==> config.mk <==
export PLATFORM = sky130hd
export DESIGN_NAME = interrupt_register
export DESIGN_NICKNAME = d
export VERILOG_FILES = /design/src/rtl/interrupt_register.sv
export SDC_FILE = /design/constraint.sdc
export NUM_CORES = 1
export LEC_CHECK = 0
export CORE_MARGIN = 3
export CORE_UTILIZATION = 44
export DETAILED_ROUTE_END_ITERATION = 16
export PLACE_DENSITY_LB_ADDON = 0.15
export SLEW_MARGIN = 20
export SYNTH_ARGS = -nofsm -noshare
export SYNTH_HDL_FRONTEND = slang
export SYNTH_SLANG_ARGS = --single-unit
==> constraint.sdc <==
create_clock -name clock -period 2.4 [get_ports clock]
set_input_delay 0.24 -clock clock [delete_from_list [all_inputs] [get_ports clock]]
set_output_delay 0.24 -clock clock [all_outputs]
set_load 0.05 [all_outputs]
==> src/rtl/interrupt_register.sv <==
// CPU-visible interrupt register bank: sticky pending bits, enable mask and
// per-source saturating event counters behind a registered read port.
module interrupt_register #(
   parameter int CW = 8
) (
   input  logic        clock,
   input  logic        reset,
   input  logic        activintreg,
   input  logic        irqsucrec,
   input  logic        irqsuctra,
   input  logic        irqstatus,
   input  logic        wr,
   input  logic        rd,
   input  logic [1:0]  addr,
   input  logic [15:0] wdata,
   output logic [15:0] rdata,
   output logic [2:0]  irqstd,
   output logic [2:0]  ienable
);

   localparam logic [CW-1:0] CNT_MAX = '1;

   logic [2:0]    irqstd_reg, irqstd_next;
   logic [2:0]    ienable_reg, ienable_next;
   logic [15:0]   rdata_reg, rdata_next;
   logic [CW-1:0] cnt_reg  [3];
   logic [CW-1:0] cnt_next [3];
   logic [2:0]    set_vec;
   logic [2:0]    rd_clr;
   logic          wr_irq;

   assign set_vec = {irqstatus, irqsuctra, irqsucrec} & {3{activintreg}};
   assign wr_irq  = wr && (addr == 2'd0);

   // Set wins over a same-cycle write-1-to-clear.
   assign irqstd_next  = set_vec | (irqstd_reg & ~(wdata[2:0] & {3{wr_irq}}));
   assign ienable_next = wr_irq ? wdata[10:8] : ienable_reg;

   generate
      for (genvar gi = 0; gi < 3; gi++) begin : g_cnt
         assign rd_clr[gi] = rd && (addr == 2'(gi + 1));
         // A read-clear racing a set event leaves a count of one.
         assign cnt_next[gi] = rd_clr[gi] ? CW'(set_vec[gi]) :
                               (set_vec[gi] && (cnt_reg[gi] != CNT_MAX)) ? cnt_reg[gi] + CW'(1) :
                               cnt_reg[gi];
      end
   endgenerate

   always_comb begin
      rdata_next = rdata_reg;
      if (rd) begin
         case (addr)
            2'd0:    rdata_next = {5'b0, ienable_reg, 5'b0, irqstd_reg};
            2'd1:    rdata_next = 16'(cnt_reg[0]);
            2'd2:    rdata_next = 16'(cnt_reg[1]);
            default: rdata_next = 16'(cnt_reg[2]);
         endcase
      end
   end

   always_ff @(posedge clock or negedge reset) begin
      if (!reset) begin
         irqstd_reg  <= '0;
         ienable_reg <= '0;
         rdata_reg   <= '0;
         for (int i = 0; i < 3; i++) cnt_reg[i] <= '0;
      end else begin
         irqstd_reg  <= irqstd_next;
         ienable_reg <= ienable_next;
         rdata_reg   <= rdata_next;
         for (int i = 0; i < 3; i++) cnt_reg[i] <= cnt_next[i];
      end
   end

   assign irqstd  = irqstd_reg;
   assign ienable = ienable_reg;
   assign rdata   = rdata_reg;

endmodule

==> impl_metrics.toml <==
[global_routing]
grt.total_usage_pct = 17.7
grt_busiest_layer = "met1"
use_met2_pct = 24.8
grt_pass1_wl_mm = 8.28
grt_overflow = 0
met1_usage_pct = 25.9
grt_util_met3_pct = 4.61
grt_pass1_vias = 1700
antenna_found_initial = 0
grt_max_degree = 42

[critical_path]
r2r_slack_ps = 750
slowest_delay_ps = 810
crit_slowest_cell = "clkdlybuf4s50_1"
cp_top_family = "buffers and inverters"
crit_path_end_kind = "output port"
arrival_ps = 1490
cp_data_required_time_ps = 2160
worstRegToRegCells = 5
path_class = "reg2out"
cp_num_buf_inv = 1
r2r_end = "cnt_reg[13]"
worstPathMaxFanout = 3
rr_startpoint = "cnt_reg[8]"
crit_chain = "clkdlybuf4s50_1"
start_kind = "flop"

[synth]
synth.area.top_cells = "dfrtp_1 47%, nand3_1 4.6%, nor2_1 4.3%"
synth_compound_area_share_pct = 16.5
synth_top_area_share_pct = 47.2
synth_xor_area_share_pct = 3.23
ys_ff_latch = 41
synth_area_leader_cell = "dfrtp_1"
synth_top_family_by_area = "simple AND/OR/NAND/NOR gates"
yosys.cell_count.top_type = "dfrtp_1"
synth_common_cells = "41 x dfrtp_1, 25 x nor2_1, 20 x nand3_1"
muxShareOfSynthArea_pct = 5.07
netlist_area_mm2 = 0.00217
synth_cell_types = 40
synth_ff_type = "dfrtp_1"
synthSimpleGateAreaFrac_pct = 21.0
ys_seq_area_share_pct = 47.2
synth_fa_ha_area_share_pct = 1.73
syn_inst = 230
avgSynthCellArea_um2 = 9.44
ys.warnings.count = 0
synth_edf_count = 0
async_reset_ff_share_pct = 100

[power]
ir_drop_v = 0.000373
power.density_mw_per_mm2 = 756
leakage_nw = 1.11
finalPower_w = 0.00201

[floorplanning]
core_mm2 = 0.00456
die_h_um = 76.3
fp.dieW_um = 76.3
fp.dieArea_mm2 = 0.00582
io_pins = 48
num_rows = 24
start_util_pct = 47.6

[final_layout]
fin_cells = 330
num_antenna_cells = 0
largest_reg_flops = 24
area_growth_pct = 22.6
drive_gt1_share_pct = 9.06
seqCellArea_mm2 = 0.00103
nets = 293
fillerInstances = 405
design_area_mm2 = 0.00266
multi_input_area_mm2 = 0.00105

[clock_network]
ctsResizeCount = 0
clk_pin_slew_worst_paths_ps = 80
post_cts.repair.setup_buffers = 0
clock_tree.root_cell = "clkbuf_8"
cts_buffers = 5
insertion_delay_ps = 300
clockBufferDepth = 2
cts_tree = "done"
h-tree-depth = 2
cts_sinks = 41
cts_hold_buffers = 0

[detailed_routing]
wl_mm = 4.87
routedWlPerCell_um = 14.8
ant_nets = 0
vias_per_cell = 5.47
drt_iter0_markers = 139
drt_first_pass_iters = 4
vias = 1804
drc = 0

[sta]
finalCriticalPeriod_ps = 1730
finalSetupViolations = 0
setup_slack_ps = 666
post-route-period-util_pct = 72.2
slew_headroom_pct = 40.3
skew_ps = 3.54
setup_tns_ps = 0
tightest_slew_ps = 895
hold_viol = 0
fmax_mhz = 577
rsz0062_at_grt = "false"
maxSlewViolCount = 0

[hold_path]
min_path_type = "in2async"

[placement]
pre_cts_slack_ps = 528
place_congestion = 0.811
hpwl_mm = 3.55
dpl_cell_area_mm2 = 0.00254
placed_cells_incl_taps = 322
portBuffers = 32

[run_status]
outcome = "finished clean"

[run]
drv_cap = 0
## per-stage QoR
step | hold WS, ps | util (%)
after detailed placement | 429 | 55.7
after global placement | 431 | 55.7
final | 63.8 | 58.3
after floorplan | -55.6 | -
after CTS | 104 | 58.3
after global routing | 125 | 58.3
## report_power, final
part	total, W	internal (W)	switching, W
Sequential	0.000910	0.000793	0.000118
Clock	0.000586	0.000338	0.000248
Combinational	0.000516	0.000206	0.000311
## placed cells by master, fill, tap and decap left out, drive strengths merged, types with 3 or more instances in the layout
master          n
and3            5
nor2           25
nand2          12
a21o            3
conb            5
o21ai          10
nand3          20
inv             6
a22oi           5
o22ai           6
xor2            5
o211ai          7
a21oi          11
a31oi           7
dfrtp          41
ha              3
nor3            7
buf             7
nand4           6
clkdlybuf4s50  31
and2            3
mux2            8
xnor2           3
clkbuf          6
and4            3
## worst max path at each step
stage / start / endpoint / slack (ps) / cells past startpoint
after global routing: irqstd[2] / irqstd[2] / 600 / 1
after CTS: irqstd[2] / irqstd[2] / 650 / 1
after floorplan: cnt_reg[8] / cnt_reg[13] / 920 / 5
after detailed placement: addr[0] / irqstd[0] / 530 / 6
after global placement: addr[0] / irqstd[0] / 530 / 6
final: irqstd[0] / irqstd[0] / 670 / 1
## logic make-up after synthesis
logic type | Yosys count
buffers and inverters | 21
XOR/XNOR | 8
adder cells (fa/ha/maj) | 3
AND/OR/NAND/NOR | 90
flip-flops | 41
multiplexers | 10
AO/OA/AOI/OAI | 56
other | 1
## cell type report
class                   count  area share (%)
multi-input cells         172            39.5
flip-flops and latches     41            38.5
clock buffers               6            3.10
inverters                   6           0.846
repair buffers             38            13.5
clock inverters             2            1.41
well taps                  65            3.05
## routing by layer
layer	up-vias	routed length, um
met5	-	0
met4	0	93
met3	9	306
met2	55	2060
met1	834	2410
li1	906	-
No activity file was read; power rests on OpenSTA's default activity.
